[src/rtl/seven_segment_pkg.sv]
// Shared constants for the seven-segment capture path: segment bit positions and
// active-high (gfedcba) glyph patterns for hex digits 0-F plus accepted aliases.
package seven_segment_pkg;

  localparam int SEG_A = 0;
  localparam int SEG_B = 1;
  localparam int SEG_C = 2;
  localparam int SEG_D = 3;
  localparam int SEG_E = 4;
  localparam int SEG_F = 5;
  localparam int SEG_G = 6;

  localparam logic [6:0] PAT_0 = 7'h3F;
  localparam logic [6:0] PAT_1 = 7'h06;
  localparam logic [6:0] PAT_2 = 7'h5B;
  localparam logic [6:0] PAT_3 = 7'h4F;
  localparam logic [6:0] PAT_4 = 7'h66;
  localparam logic [6:0] PAT_5 = 7'h6D;
  localparam logic [6:0] PAT_6 = 7'h7D;
  localparam logic [6:0] PAT_7 = 7'h07;
  localparam logic [6:0] PAT_8 = 7'h7F;
  localparam logic [6:0] PAT_9 = 7'h67;
  localparam logic [6:0] PAT_A = 7'h77;
  localparam logic [6:0] PAT_B = 7'h7C;
  localparam logic [6:0] PAT_C = 7'h39;
  localparam logic [6:0] PAT_D = 7'h5E;
  localparam logic [6:0] PAT_E = 7'h79;
  localparam logic [6:0] PAT_F = 7'h71;
  localparam logic [6:0] PAT_7_ALT = 7'h27;
  localparam logic [6:0] PAT_9_ALT = 7'h6F;

  localparam logic [6:0] BLANK   = 7'h00;
  localparam logic [6:0] BLANK_N = 7'h7F;

endpackage

[src/rtl/seven_segment_lookup.sv]
// Combinational reverse glyph table: active-high segment pattern -> {hit, hex value}.
module seven_segment_lookup
  import seven_segment_pkg::*;
(
  input  logic [6:0] i_pattern,
  output logic       o_hit,
  output logic [3:0] o_value
);

  // Table lookup; anything not listed is reported as a miss with value 0.
  always_comb begin
    o_hit   = 1'b1;
    o_value = 4'h0;
    case (i_pattern)
      PAT_0:     o_value = 4'h0;
      PAT_1:     o_value = 4'h1;
      PAT_2:     o_value = 4'h2;
      PAT_3:     o_value = 4'h3;
      PAT_4:     o_value = 4'h4;
      PAT_5:     o_value = 4'h5;
      PAT_6:     o_value = 4'h6;
      PAT_7:     o_value = 4'h7;
      PAT_7_ALT: o_value = 4'h7;
      PAT_8:     o_value = 4'h8;
      PAT_9:     o_value = 4'h9;
      PAT_9_ALT: o_value = 4'h9;
      PAT_A:     o_value = 4'hA;
      PAT_B:     o_value = 4'hB;
      PAT_C:     o_value = 4'hC;
      PAT_D:     o_value = 4'hD;
      PAT_E:     o_value = 4'hE;
      PAT_F:     o_value = 4'hF;
      default: begin
        o_hit   = 1'b0;
        o_value = 4'h0;
      end
    endcase
  end

endmodule

[src/rtl/seven_segment_capture.sv]
// Samples a multiplexed active-low seven-segment bus, filters each digit dwell for
// stability and reconstructs the hex value, valid and error state of every digit.
module seven_segment_capture
  import seven_segment_pkg::*;
#(
  parameter int NUM_DIGITS    = 4,
  parameter int STABLE_CYCLES = 4
) (
  input  logic                    clk,
  input  logic                    rst_n,
  input  logic [6:0]              segments,
  input  logic [NUM_DIGITS-1:0]   anodes,
  input  logic                    clear,
  output logic [4*NUM_DIGITS-1:0] digits,
  output logic [NUM_DIGITS-1:0]   digit_valid,
  output logic [NUM_DIGITS-1:0]   decode_err,
  output logic                    update
);

  localparam int CW = $clog2(STABLE_CYCLES + 1);
  localparam int IW = (NUM_DIGITS > 1) ? $clog2(NUM_DIGITS) : 1;
  localparam logic [CW-1:0] CNT_TARGET = CW'(STABLE_CYCLES);

  logic [6:0]              r_seg_s1, r_seg_s2, r_prev_seg;
  logic [NUM_DIGITS-1:0]   r_an_s1, r_an_s2, r_prev_an;
  logic [CW-1:0]           r_cnt;

  logic [NUM_DIGITS-1:0]   w_an_act;
  logic                    w_onehot;
  logic [IW-1:0]           w_idx;
  logic                    w_same;
  logic [CW-1:0]           w_cnt_next;
  logic                    w_commit;
  logic                    w_hit;
  logic [3:0]              w_value;
  logic [6:0]              w_pattern;
  logic [4*NUM_DIGITS-1:0] w_next_digits;
  logic [NUM_DIGITS-1:0]   w_next_valid, w_next_err;
  logic                    w_changed;

  // Two-flop synchronizers, preset to the blanked (all-ones) bus.
  always_ff @(posedge clk or negedge rst_n) begin
    if (!rst_n) begin
      r_seg_s1 <= BLANK_N;
      r_seg_s2 <= BLANK_N;
      r_an_s1  <= {NUM_DIGITS{1'b1}};
      r_an_s2  <= {NUM_DIGITS{1'b1}};
    end else begin
      r_seg_s1 <= segments;
      r_seg_s2 <= r_seg_s1;
      r_an_s1  <= anodes;
      r_an_s2  <= r_an_s1;
    end
  end

  assign w_an_act  = ~r_an_s2;
  assign w_onehot  = (w_an_act != '0) && ((w_an_act & (w_an_act - 1'b1)) == '0);
  assign w_pattern = ~r_seg_s2;

  // Position of the single active anode.
  always_comb begin
    w_idx = '0;
    for (int i = 0; i < NUM_DIGITS; i++) begin
      w_idx = w_an_act[i] ? IW'(i) : w_idx;
    end
  end

  // A zero count means the previous sample is not part of the current dwell.
  assign w_same     = ({r_an_s2, r_seg_s2} == {r_prev_an, r_prev_seg}) && (r_cnt != '0);
  assign w_cnt_next = !w_same ? CW'(1) :
                      (r_cnt == CNT_TARGET) ? r_cnt : r_cnt + 1'b1;
  assign w_commit   = w_onehot && (w_cnt_next == CNT_TARGET) &&
                      !(w_same && (r_cnt == CNT_TARGET));

  seven_segment_lookup u_lookup (
    .i_pattern (w_pattern),
    .o_hit     (w_hit),
    .o_value   (w_value)
  );

  // Dwell stability counter and previous-sample register.
  always_ff @(posedge clk or negedge rst_n) begin
    if (!rst_n) begin
      r_prev_seg <= BLANK_N;
      r_prev_an  <= {NUM_DIGITS{1'b1}};
      r_cnt      <= '0;
    end else begin
      r_prev_seg <= r_seg_s2;
      r_prev_an  <= r_an_s2;
      if (clear || !w_onehot) begin
        r_cnt <= '0;
      end else begin
        r_cnt <= w_cnt_next;
      end
    end
  end

  // Next per-digit state when the current dwell commits.
  always_comb begin
    w_next_digits = digits;
    w_next_valid  = digit_valid;
    w_next_err    = decode_err;
    if (w_commit) begin
      if (w_hit) begin
        w_next_digits[{w_idx, 2'b00} +: 4] = w_value;
        w_next_valid[w_idx]                = 1'b1;
        w_next_err[w_idx]                  = 1'b0;
      end else begin
        w_next_valid[w_idx] = 1'b0;
        w_next_err[w_idx]   = 1'b1;
      end
    end else begin
      w_next_digits = digits;
    end
  end

  assign w_changed = (w_next_digits != digits) || (w_next_valid != digit_valid) ||
                     (w_next_err != decode_err);

  // Registered outputs; clear overrides any commit on the same edge.
  always_ff @(posedge clk or negedge rst_n) begin
    if (!rst_n) begin
      digits      <= '0;
      digit_valid <= '0;
      decode_err  <= '0;
      update      <= 1'b0;
    end else if (clear) begin
      digits      <= '0;
      digit_valid <= '0;
      decode_err  <= '0;
      update      <= 1'b0;
    end else begin
      digits      <= w_next_digits;
      digit_valid <= w_next_valid;
      decode_err  <= w_next_err;
      update      <= w_commit && w_changed;
    end
  end

endmodule

[config.mk]
export PLATFORM = sky130hd
export DESIGN_NAME = seven_segment_capture
export DESIGN_NICKNAME = d
export VERILOG_FILES = /design/src/rtl/seven_segment_pkg.sv /design/src/rtl/seven_segment_lookup.sv /design/src/rtl/seven_segment_capture.sv
export SDC_FILE = /design/constraint.sdc
export NUM_CORES = 1
export LEC_CHECK = 0
export CORE_MARGIN = 4
export CORE_UTILIZATION = 39
export CTS_BUF_LIST = sky130_fd_sc_hd__clkbuf_8
export DETAILED_ROUTE_END_ITERATION = 8
export SKIP_CTS_REPAIR_TIMING = 1
export SLEW_MARGIN = 20
export SYNTH_ARGS = -nofsm -noshare
export SYNTH_HDL_FRONTEND = slang
export SYNTH_SLANG_ARGS = --single-unit
[constraint.sdc]
create_clock -name clk -period 3.2 [get_ports clk]
set_input_delay 0.64 -clock clk [delete_from_list [all_inputs] [get_ports clk]]
set_output_delay 0.64 -clock clk [all_outputs]
set_load 0.03 [all_outputs]
==> Yosys cells after proc, flatten, opt, wreduce, memory -nomap -nowiden <==
Index checks and enable logic that the tools add are counted.
{ "word_totals": {"regBits": 61, "latchBits": 0, "ram_bits": 0, "rom_bits": 0, "elab_cells": 89, "n_memories": 0} }
{ "classes": {"addsub": 3, "n_mul": 0, "div": 0, "n_lt_le_gt_ge": 2, "n_eq_ne": 24, "shift": 2, "mux": 21, "bitwise": 8, "reduce_logical": 18} }
{ "op_table": {"columns": ["operator", "count"], "rows": [
  ["7-bit == test, second input constant", 13],
  ["4-bit case mux with 15 select lines", 1],
  ["16-bit two-way mux", 3],
  ["4-bit two-way mux", 6],
  ["7-bit by 6-bit == test with 1-bit output, second input constant", 3],
  ["18-bit OR reduction", 1],
  ["16-bit bitwise mux", 1],
  ["16-bit inequality test", 1],
  ["4-bit by 6-bit variable shift with 16-bit output, first input constant", 1],
  ["4-bit by 6-bit indexed part select with 16-bit output", 1],
  ["7-bit by 3-bit == test with 1-bit output, second input constant", 2],
  ["4-bit AND", 3],
  ["11-bit == test", 1],
  ["3-bit two-way mux", 3],
  ["4-bit inequality test", 2],
  ["4-bit NOT", 2],
  ["4-bit bitwise OR", 2],
  ["1-bit logical AND", 7],
  ["7-bit NOT", 1],
  ["3-bit == test, second input constant", 2],
  ["4-bit negation with 6-bit output", 1],
  ["4-bit zero test", 1],
  ["1-bit two-way mux", 4],
  ["2-bit two-way mux", 2],
  ["10 further kinds", 14]
]} }

==> Depth between registers and ports, before layout <==
{ "logic_depth": {"depth_word": 17, "mapped_depth": 11, "depth_no_buf": 10} }

==> Modules after synthesis <==
A second synthesis with hierarchy kept.
{ "hier_totals": {"cells_unflattened": 331, "area_unflattened_um2": 3266.9} }
{ "modules_own_cells": {"columns": ["mod", "n_inst", "cells_each", "area_per_inst_um2", "seq_area_each_um2"], "rows": [
  ["seven_segment_capture", 1, 277, 2869.0, 1567.8],
  ["seven_segment_lookup", 1, 54, 397.9, 0.0]
]} }

==> Least setup slack after synthesis <==
OpenSTA, ideal clock, no wires.
{ "synth_timing": {"kind": "reg-to-reg", "startpoint": "reg r_seg_s2[1]", "endpoint": "reg update", "arrival_time_ps": 2458, "setup_slack_ps": 599, "path_stages_with_launch": 10, "synth_period_minus_slack_ps": 2601, "cell_sequence": "dfstp_2 buf_6 nand2b_1 or4_1 nand3_1 nor2_8 xnor2_1 or4_1 a221oi_2 a41oi_1"} }
{ "synth_via": {"elab_chain_cells": 13} }
{ "synth_lines": {"columns": ["element", "line", "rtl"], "rows": [
  ["start, declared", "seven_segment_capture.sv:24", "logic [6:0] r_seg_s1, r_seg_s2, r_prev_seg;"],
  ["start signal, assigned", "seven_segment_capture.sv:50", "r_seg_s2 <= r_seg_s1;"],
  ["7-bit NOT", "seven_segment_capture.sv:58", "assign w_pattern = ~r_seg_s2;"],
  ["7-bit == test, or another cell as far along", "seven_segment_lookup.sv:14", "case (i_pattern)"],
  ["2-bit OR reduction (no source line)", null, null],
  ["4-bit case mux with 15 select lines", "seven_segment_lookup.sv:14", null],
  ["4-bit by 6-bit indexed part select with 16-bit output", "seven_segment_capture.sv:105", "w_next_digits[{w_idx, 2'b00} +: 4] = w_value;"],
  ["16-bit bitwise mux", "seven_segment_capture.sv:105", null],
  ["16-bit two-way mux", "seven_segment_capture.sv:104", "if (w_hit) begin"],
  ["16-bit two-way mux", "seven_segment_capture.sv:103", "if (w_commit) begin"],
  ["16-bit inequality test", "seven_segment_capture.sv:117", "assign w_changed = (w_next_digits != digits) || (w_next_valid != digit_valid) ||"],
  ["1-bit logical OR (2 in series)", "seven_segment_capture.sv:117", null],
  ["1-bit logical AND *", "seven_segment_capture.sv:136", "update <= w_commit && w_changed;"],
  ["1-bit two-way mux *", "seven_segment_capture.sv:127", "end else if (clear) begin"],
  ["end signal, assigned", "seven_segment_capture.sv:136", null],
  ["end, declared", "seven_segment_capture.sv:17", "output logic update"]
]} }
Every way passes the cells marked *; elsewhere a longest branch is shown, timed or not.

==> Final worst setup path <==
{ "layout_timing": {"startpoint": "reg r_seg_s2[4]", "endpoint": "reg update"} }
Same word-level chain as after synthesis.

==> metrics.yaml <==
floorplanning:
  design.core.area_mm2: 0.00781
  die_area_mm2: 0.00962
  start_util: 0.405
  die_h_um: 98.1
  die_w_um: 98.1
  rows: 32
  io_pins: 39
drt:
  num_vias: 2378
  drt_wl_total_um: 7230
  final_antenna_net_count: 0
  drc_errors: 0
  wire_per_inst_um: 16.4
  routed_via_density: 5.40
  drtIter0Drc: 103
  first_pass_iters: 5
sta:
  drv_slew: 0
  worst_slew_pin_slew_ns: 0.963
  maxSlewHeadroom: 0.358
  setup_violations: 0
  min_period_ns: 2.93
  post-route-period-util: 0.914
  grt_setup_unrepaired: "false"
  tns_ns: 0
  fmax_mhz: 342
  fin_skew_ns: 0.00647
  hold_viol_final: 0
setup_path:
  worst-path-max-fanout: 16
  critPathArrivalTime_ns: 3.12
  crit_type: "reg -> reg"
  cp.required_ns: 3.40
  endpoint_kind: "flop"
  start_kind: "flop"
placement:
  gp_congestion: 0.914
  io_buffer_count: 38
  dp.final_hpwl_um: 5160
cts:
  htreeDepth: 3
  clk_latency_ns: 0.34
  cts_tree: "built"
  clkSinkCount: 61
  clock_path_buffers: 2
  clk_pin_slew_ns: 0.07
  root_buffer: "clkbuf_8"
  cts_made_buffers: 9
layout:
  fin_nets: 349
  seqCellArea_mm2: 0.00157
  utilization: 0.500
  layout-area-overhead-vs-synth_pct: 23.3
  fill_cells: 739
  drive_above_1_share: 0.237
  multiInputGateArea_mm2: 0.00149
  diodes: 0
synth:
  syn_area_mm2: 0.00317
  synth_cell_types: 68
  syn_inst: 291
  synthTopCellsByArea: "dfstp_2, dfrtp_1, xnor2_1"
  yosysWarnings: 0
  seq_area_frac_synth: 0.495
  ys_seq_elements: 61
  synth-async-reset-ratio: 1.00
  synth_edf_count: 0
  synth_area_per_cell_um2: 10.9
  syn_nets: 307
  synth_common_cells: "nor2_1, dfstp_2, dfrtp_1"
  yosysMostFrequentCell: "nor2_1"
  synthFlopType: "dfstp_2"
  yosys.area.top_type_share: 0.274
  yosys.area.top_type: "dfstp_2"
status:
  status: "complete, no violations"
global_route:
  met3_usage: 0.0371
  top_usage_layer: "met1"
  gr-total-overflow: 0
  grt_max_degree: 46
  grt_pass1_vias: 2330
  use_met2: 0.229
  grt_pass1_wl_um: 12200
  use_met1: 0.231
  antenna_found_initial: 0
  gr-usage-all-layers: 0.160
power:
  p_leak_nw: 1.49
  netSwitchingFraction: 0.234
  p_sw_uw: 424
  sequentialPowerShare: 0.465
  power_density_mw_per_mm2: 465
  internal_power_mw: 1.39
  power_mw: 1.81
  ir_drop_v: 0.000282
  clockPowerShare: 0.463
  pwr-share-comb: 0.072
run:
  drv_cap: 0
min_path:
  hp-class: "reg -> reg"
==> metrics by stage <==
stage               instances  worst slack [ns]  area, um^2  hold WS, ns
detailed placement        424            0.0461        3650        0.347
floorplan                 291             0.599        3170        0.344
global placement          424             0.200        3650        0.346
CTS                       440            0.0183        3900        0.358
finish                    440             0.275        3900        0.356
global route              440            0.0157        3900        0.361
==> critical path: stages (launching register included) <==
cell and delay (ns):
dfstp_2 0.72, nor2_1 0.12, and4_4 0.19, nor3_1 0.34, nand2_2 0.16, nor2_2 0.56, mux2_2 0.41, o21ai_0 0.17
a41oi_1 0.13
==> layout make-up <==
cell class              count  share of cell area
inverters                   5             0.00481
flip-flops and latches     61               0.402
repair buffers             48               0.115
clock buffers               9              0.0317
well taps                 102              0.0327
multi-input cells         208               0.382
clock inverters             7              0.0317
==> kinds of logic after synthesis <==
kind of cell	share of synthesized area
XOR/XNOR	0.0692
AND/OR/NAND/NOR	0.233
AO/OA/AOI/OAI	0.0996
flip-flops	0.495
buffers and inverters	0.0344
adder cells (fa/ha/maj)	0.00790
multiplexers	0.0605
==> per-layer routing <==
layer | wire length (um) | up-vias | part of all wire
li1 | - | 1127 | -
met1 | 3520 | 1176 | 0.49
met2 | 3270 | 64 | 0.45
met3 | 317 | 11 | 0.044
met4 | 123 | 0 | 0.017
met5 | 0 | - | 0
==> placed cells by master (no fill, tap or decap), types with 6 or more instances in the layout <==
master           count
a21oi_1              6
buf_4               10
clkbuf_8             9
clkdlybuf4s50_1     37
dfrtp_1             28
dfstp_2             33
mux2i_1             18
nand2_1             11
nand3_1              6
nor2_1              39
nor3_1               9
o21ai_0              7
xnor2_1             23
==> power groups by stage <==
| stage | registers (mW) | clock network, mW | logic [mW] |
|---|---|---|---|
| after CTS | 0.843 | 0.869 | 0.131 |
| after floorplan | 0.835 | 0 | 0.0965 |
| after detailed placement | 0.856 | 0 | 0.131 |
| after global placement | 0.855 | 0 | 0.130 |
| after global routing | 0.847 | 0.898 | 0.145 |
| final | 0.843 | 0.841 | 0.131 |
==> flip-flops by register name (all words and copies together) (netlist names) <==
register / cells
r_an_s2: 4
decode_err: 4
digit_valid: 4
r_prev_seg: 7
digits: 16
r_cnt: 3
r_an_s1: 4
r_seg_s2: 7
r_seg_s1: 7
r_prev_an: 4
update: 1
==> path summary, 6_finish.rpt <==
path	from	endpoint	slack, ns	cells past startpoint
worst max-delay path	r_seg_s2[4]	update	0.27	8
worst min register to register	r_an_s1[1]	r_an_s2[1]	0.36	0
worst max register to register	r_seg_s2[4]	update	0.27	8
min in group asynchronous	rst_n	digits[8]	0.46	1
max in group asynchronous	rst_n	digit_valid[0]	1.98	2
worst min-delay path	r_an_s1[1]	r_an_s2[1]	0.36	0
No activity file was read; power rests on OpenSTA's default activity.
